<file path="config.mk">
export PLATFORM = sky130hd
export DESIGN_NAME = load_writeback_unit
export DESIGN_NICKNAME = d
export VERILOG_FILES = /design/src/rtl/load_writeback_unit.sv
export SDC_FILE = /design/constraint.sdc
export NUM_CORES = 1
export LEC_CHECK = 0
export CAP_MARGIN = 10
export CORE_MARGIN = 1.5
export CORE_UTILIZATION = 39
export CTS_CLUSTER_DIAMETER = 120
export DETAILED_ROUTE_END_ITERATION = 6
export PLACE_DENSITY = 0.81
export SYNTH_ARGS = -nofsm -noshare
export SYNTH_HDL_FRONTEND = slang
export SYNTH_SLANG_ARGS = --single-unit
</file>
<file path="constraint.sdc">
create_clock -name clk -period 1.7 [get_ports clk]
set_input_delay 0.425 -clock clk [delete_from_list [all_inputs] [get_ports clk]]
set_output_delay 0.425 -clock clk [all_outputs]
set_load 0.03 [all_outputs]
</file>
<file path="src/rtl/load_writeback_unit.sv">
// Load/writeback sequencer: issues one word read per load, extracts and extends the lane, writes the register file.
// Optional halfword loads (LH/LHU) are enabled by defining LOAD_HALFWORD_EN.
module load_writeback_unit #(
  parameter int unsigned MEM_TIMEOUT = 16
) (
  input  logic        clk,
  input  logic        rst_n,
  input  logic        req_valid,
  output logic        req_ready,
  input  logic [31:0] req_addr,
  input  logic [2:0]  req_funct3,
  input  logic [4:0]  req_rd,
  output logic        mem_rd_valid,
  input  logic        mem_rd_ready,
  output logic [31:0] mem_addr,
  input  logic        mem_resp_valid,
  input  logic [31:0] mem_resp_data,
  output logic        rf_wr_enable,
  output logic [4:0]  rf_wr_address,
  output logic [31:0] rf_wr_data,
  output logic [2:0]  rf_write_pattern,
  output logic        busy,
  output logic        error
);

  // state | meaning
  // IDLE  | ready for a request; illegal requests pulse error here
  // ISSUE | mem_rd_valid held until the memory accepts the read
  // WAIT  | waiting for read data, bounded by MEM_TIMEOUT cycles
  // WRITE | one-cycle register-file write of the extracted data
  typedef enum logic [1:0] {IDLE, ISSUE, WAIT, WRITE} state_t;

  localparam logic [2:0] REGISTER_WRITE_WORD = 3'b010;
  localparam logic [7:0] TIMEOUT_LAST        = 8'(MEM_TIMEOUT - 1);

  state_t      state;
  logic [7:0]  wait_cnt;
  logic [1:0]  addr_lo_q;
  logic [2:0]  funct3_q;
  logic [4:0]  rd_q;
  logic        req_legal;
  logic [7:0]  byte_sel;
  logic [31:0] load_data;
`ifdef LOAD_HALFWORD_EN
  logic [15:0] half_sel;
`endif

  assign rf_write_pattern = REGISTER_WRITE_WORD;

  always_comb begin
    req_legal = 1'b0;
    case (req_funct3)
      3'b000, 3'b100: req_legal = 1'b1;
      3'b010:         req_legal = (req_addr[1:0] == 2'b00);
`ifdef LOAD_HALFWORD_EN
      3'b001, 3'b101: req_legal = ~req_addr[0];
`endif
      default:        req_legal = 1'b0;
    endcase
  end

  always_comb begin
    case (addr_lo_q)
      2'd0:    byte_sel = mem_resp_data[7:0];
      2'd1:    byte_sel = mem_resp_data[15:8];
      2'd2:    byte_sel = mem_resp_data[23:16];
      default: byte_sel = mem_resp_data[31:24];
    endcase
  end

`ifdef LOAD_HALFWORD_EN
  assign half_sel = addr_lo_q[1] ? mem_resp_data[31:16] : mem_resp_data[15:0];
`endif

  always_comb begin
    load_data = mem_resp_data;
    case (funct3_q)
      3'b000:  load_data = {{24{byte_sel[7]}}, byte_sel};
      3'b100:  load_data = {24'h000000, byte_sel};
`ifdef LOAD_HALFWORD_EN
      3'b001:  load_data = {{16{half_sel[15]}}, half_sel};
      3'b101:  load_data = {16'h0000, half_sel};
`endif
      default: load_data = mem_resp_data;
    endcase
  end

  always_ff @(posedge clk) begin
    if (!rst_n) begin
      state         <= IDLE;
      wait_cnt      <= 8'd0;
      addr_lo_q     <= 2'b00;
      funct3_q      <= 3'b000;
      rd_q          <= 5'd0;
      req_ready     <= 1'b1;
      busy          <= 1'b0;
      mem_rd_valid  <= 1'b0;
      mem_addr      <= 32'h0;
      rf_wr_enable  <= 1'b0;
      rf_wr_address <= 5'd0;
      rf_wr_data    <= 32'h0;
      error         <= 1'b0;
    end else begin
      error <= 1'b0;
      case (state)
        IDLE: begin
          if (req_valid && req_ready) begin
            if (req_legal) begin
              state        <= ISSUE;
              addr_lo_q    <= req_addr[1:0];
              funct3_q     <= req_funct3;
              rd_q         <= req_rd;
              mem_addr     <= {req_addr[31:2], 2'b00};
              mem_rd_valid <= 1'b1;
              req_ready    <= 1'b0;
              busy         <= 1'b1;
            end else begin
              error <= 1'b1;
            end
          end
        end
        ISSUE: begin
          if (mem_rd_ready) begin
            state        <= WAIT;
            mem_rd_valid <= 1'b0;
            wait_cnt     <= 8'd0;
          end
        end
        WAIT: begin
          if (mem_resp_valid) begin
            state         <= WRITE;
            rf_wr_enable  <= (rd_q != 5'd0);
            rf_wr_address <= rd_q;
            rf_wr_data    <= load_data;
          end else if (wait_cnt == TIMEOUT_LAST) begin
            state     <= IDLE;
            error     <= 1'b1;
            req_ready <= 1'b1;
            busy      <= 1'b0;
          end else begin
            wait_cnt <= wait_cnt + 8'd1;
          end
        end
        WRITE: begin
          state        <= IDLE;
          rf_wr_enable <= 1'b0;
          req_ready    <= 1'b1;
          busy         <= 1'b0;
        end
        default: state <= IDLE;
      endcase
    end
  end

endmodule

</file>
======== Yosys cells after proc, flatten, opt, wreduce, memory -nomap -nowiden ========
Cells that the tools add are included.
cells by class
  equal/unequal tests ..................... 17
  reduce and logical (&&, ||, !) cells .... 19
  muxes and demuxes ....................... 32
  add/sub/neg operators ................... 1
operators by type and width
  kind                   count
  $pmux W32 S2           1
  $mux W8                3
  $pmux W8 S3            1
  $pmux W8 S2            1
  $mux W1                14
  $ne A2 B2 Y1 const B   7
  $reduce_and A4 Y1      3
  $mux W2                5
  $add A8 B1 Y8 const B  1
  $eq A8 B4 Y1 const B   1
  $pmux W1 S2            4
  $pmux W2 S4            1
  $eq A2 B2 Y1 const B   3
  $eq A3 B3 Y1 const B   2
  $logic_not A2 Y1       3
  $logic_not A3 Y1       2
  $pmux W1 S3            2
  $reduce_bool A2 Y1     3
  $reduce_and A5 Y1      1
  $reduce_bool A5 Y1     1
  $eq A2 B1 Y1 const B   2
  $reduce_and A2 Y1      2
  $eq A3 B2 Y1 const B   1
  $ne A3 B3 Y1 const B   1
  other kinds (4)        4
word-level totals
  register bits after elaboration ......... 92
  output and inout bits ................... 77

======== Logic depth before layout (Yosys ltp) ========
  word-level depth ........................ 6
  mapped depth ............................ 7
  mapped depth without buffers ............ 5

======== Least setup slack after synthesis ========
Ideal clock, no wire load.
  kind .................................... register to register
  from .................................... register addr_lo_q[1]
  to ...................................... register rf_wr_data[6]
  path slack .............................. 0.048 ns
  path buffers ............................ 1
  arrival ................................. 1.529 ns
  stages on the path, launching flop included .. 6
  data required time ...................... 1.577 ns
  cells stage by stage .................... dfxtp_1 > clkbuf_1 > mux2_2 > a22o_1 > a221oi_1 > nor2_1
between the ends
  cells in the longest elaborated chain, start to end .. 3
  elaborated cells on any way between the ends .. 5
RTL lines
  what                                        line  source
  from (decl)                                 38    logic [1:0] addr_lo_q;
  from (signal assigned)                      110   addr_lo_q <= req_addr[1:0];
  $eq A2 B2 Y1, or another cell as far along  63    case (addr_lo_q)
  $pmux W8 S3 *                               63
  $pmux W32 S2 *                              77    case (funct3_q)
  to (signal assigned)                        134   rf_wr_data <= load_data;
  to (decl)                                   20    output logic [31:0] rf_wr_data,
Every way passes the cells marked *; elsewhere a longest branch is shown, timed or not.
A chain may end at the register's enable or synchronous reset.

======== Final worst setup path ========
  from .................................... input port req_funct3[2]
  to ...................................... register mem_rd_valid
between the ends
  cells in the longest elaborated chain, start to end .. 5
  elaborated cells on any way between the ends .. 7
RTL lines
  what                                                     line  source
  from (decl)                                              11    input logic [2:0] req_funct3,
  $eq A3 B3 Y1 / $logic_not A3 Y1 (equally long branches)  52    case (req_funct3)
  $reduce_or A2 Y1                                         52
  $pmux W1 S2 *                                            52
  $ne A2 B2 Y1 (no source line) *                          --
  $reduce_and A4 Y1 (no source line) *                     --
  to (signal assigned)                                     97    mem_rd_valid <= 1'b0;
  to (signal assigned)                                     114   mem_rd_valid <= 1'b1;
  to (signal assigned)                                     125   mem_rd_valid <= 1'b0;
  to (decl)                                                13    output logic mem_rd_valid,
Marked as above.

==> impl_metrics.tcl <==
set metrics [dict create \
    worstSetupEndpointType "register" \
    die_y_microns 101.2 \
    rows 35 \
    fmax_ghz 0.6123 \
    skew_ps 12.04 \
    ys_async_sr_fraction_pct 0 \
    final-hold-violation-count 0 \
    synth.cell_area_sq_mm 0.003757 \
    layout.area.seq_sq_mm 0.001842 \
    syn_to_final_growth_pct 54.68 \
    use_met2_pct 35.88 \
    fin_nets 692 \
    r2r_cells 5 \
    crit_cells 8 \
    place.port_buffers 148 \
    yosysTopAreaCell "dfxtp_1" \
    grt_max_degree 51 \
    synth.avg_cell_area_sq_um 8.276 \
    postCtsHoldBufs 0 \
    ant_nets 0 \
    status "complete, no violations" \
    numPlacedInstances 725 \
    clkLatencyLatePin_ps 360 \
    period_minus_slack_ps 1633 \
    synth_top_area_share_pct 49.02 \
    worstSetupPathType "in -> reg" \
    synthTopCellsByArea "dfxtp_1 (49%), o21ai_0 (10%), nand2_1 (8.2%)" \
    initial_core_util_pct 40.47 \
    fin_cells 748 \
    synth_common_cells "dfxtp_1 (92), nand2_1 (82), o21ai_0 (75), nand3_1 (44), a21oi_1 (30)" \
    grt_use_met1_pct 27.05 \
    cts_tree "yes" \
    dr.first_iter.drc_count 187 \
    slew_violations 0 \
    routabilityCongestion 0.8185 \
    die-area_sq_mm 0.01023 \
    antennaDiodeCount 0 \
    via_per_inst 5.114 \
    pin_count 154 \
    cp_max_fo 5 \
    layout-drive-gt1-share_pct 11.79 \
    fin_area_sq_mm 0.005812 \
    syn_inst 454 \
    cp-start-kind "primary input" \
    critPathTopFamily "buffers and inverters" \
    wire_per_inst_microns 14.66 \
    clk_pin_slew_ps 90 \
    cts-root-buf "clkbuf_8" \
    drt-total-wl_mm 10.97 \
    slowest_stage "nor4b_4" \
    numCtsBuffers 9 \
    p_leak_nw 2.463 \
    place_area_sq_mm 0.005565 \
    synth_edf_count 0 \
    ys_ff_latch 92 \
    firstDrtPassIters 5 \
    die_w_microns 101.2 \
    grtUsageTotal_pct 21.90 \
    crit_top_cell "buf_4" \
    whs_path_depth 3 \
    setup_violations 0 \
    slowest_delay_ps 340 \
    synth_ff_type "dfxtp_1" \
    grt_antenna_before_repair 0 \
    cap_violations 0 \
    num_vias 3825 \
    synth_cell_types 41 \
    coreArea_sq_mm 0.009284 \
    grt_pass1_vias 3674 \
    busiest_layer "met2" \
    hold_path_class "in -> reg" \
    gr-usage-met3_pct 6.280 \
    grt_pass1_wl_mm 17.75 \
    dpl.hpwl_mm 8.011 \
    ys_seq_area_share_pct 49.02 \
    worst-path-buf-inv 4 \
    power_density_mw_per_mm2 766.7 \
    clock-sinks 92 \
    cts_buffer_depth 2 \
    peakVddDrop_v 0.0004299 \
    yosys_warnings 0 \
    cp_cell_sequence "dlygate4sd2_1 -> o31a_1 -> nor4b_4 -> buf_6 -> buf_4 -> buf_4 -> a21oi_1 -> nor2b_1" \
    synthMostInstantiatedCell "dfxtp_1" \
    cts_htree_levels 3 \
    finalCritPeriodShare_pct 96.06 \
    multi_input_area_sq_mm 0.001763 \
    fillers 839 \
    grt.overflow.total 0 \
    cp.required_ps 1990 \
    arrival_ps 1930 \
    drc 0 \
]
-- sequential cells by signal, summed over array words and instances (netlist names) --
signal and count:
mem_addr 30, funct3_q 3, busy 1, mem_rd_valid 1, rf_wr_address 5, state 2, req_ready 1, wait_cnt 8
rf_wr_enable 1, addr_lo_q 2, rd_q 5, error 1, rf_wr_data 32
-- cell type report --
type / count / area share, %
inverters: 1 / 0.06459
repair buffers: 188 / 31.63
clock inverters: 3 / 0.7750
well taps: 129 / 2.777
flip-flops and latches: 92 / 31.69
clock buffers: 13 / 2.734
multi-input cells: 322 / 30.33
-- worst paths after layout --
check / from / endpoint / slack, ps
worst max-delay path: req_funct3[2] / mem_rd_valid / 70
worst min-delay path: req_funct3[1] / funct3_q[1] / 410
worst max register to register: addr_lo_q[1] / rf_wr_data[0] / 100
worst min register to register: funct3_q[0] / funct3_q[0] / 450
-- timing repair --
| action | CTS | global route |
|---|---|---|
| pin swaps | 2 | 2 |
| endpoints found under the setup margin | 108 | 25 |
| gates cloned | 1 | 0 |
| buffers inserted | 3 | 3 |
| gates resized for setup | 77 | 12 |
-- where the power goes --
part           switching, W  internal (W)  total (W)
clock network      0.000754      0.000762    0.00152
registers         0.0000361       0.00222    0.00225
logic              0.000345      0.000344   0.000689
-- layout by cell type (no fill, tap or decap), drive strengths merged, types with 4 or more instances in the layout --
cell type       n
nand2          82
nand3          44
a22o            7
dfxtp          92
o21ai          77
a21oi          31
a221oi          7
dlygate4sd2    74
clkbuf         13
xnor2           4
mux2            7
conb            5
a21boi          7
clkdlybuf4s50  71
buf            41
nor2           18
-- tightest hold or removal path, delay by kind of cell --
family          cells  cell delay (ps)
buf+inv             1              130
simple gates        1              100
compound gates      1               90
-- metrics by stage --
step / TNS [ps] / total power (W) / util (%) / hold slack, ps / setup slack (ps)
6_report: 0 / 0.004456 / 62.60 / 411.7 / 66.90
5_1_grt: -1.961 / 0.004658 / 62.60 / 419.1 / -1.961
4_1_cts: 0 / 0.004459 / 61.90 / 444.7 / 11.41
3_5_place_dp: -25880 / 0.002992 / 59.95 / 431.6 / -449.3
3_3_place_gp: -21920 / 0.002979 / 59.95 / 430.9 / -357.3
2_1_floorplan: 0 / 0.002610 / - / 418.4 / 48.18
-- layer usage --
| metal | vias up | part of all wire (%) |
|---|---|---|
| met5 | - | 0 |
| met3 | 26 | 5.9 |
| met2 | 129 | 48 |
| met1 | 1784 | 43 |
| li1 | 1886 | - |
| met4 | 0 | 3.0 |
-- cell families after synthesis --
| kind of cell | share of synthesized area, % |
|---|---|
| XOR/XNOR | 1.399 |
| other | 0.1999 |
| adder cells (fa/ha/maj) | 0.3329 |
| buffers and inverters | 5.428 |
| AND/OR/NAND/NOR | 19.98 |
| multiplexers | 2.964 |
| AO/OA/AOI/OAI | 20.68 |
| flip-flops | 49.02 |
Note: power is estimated with default switching activity, not from simulation.
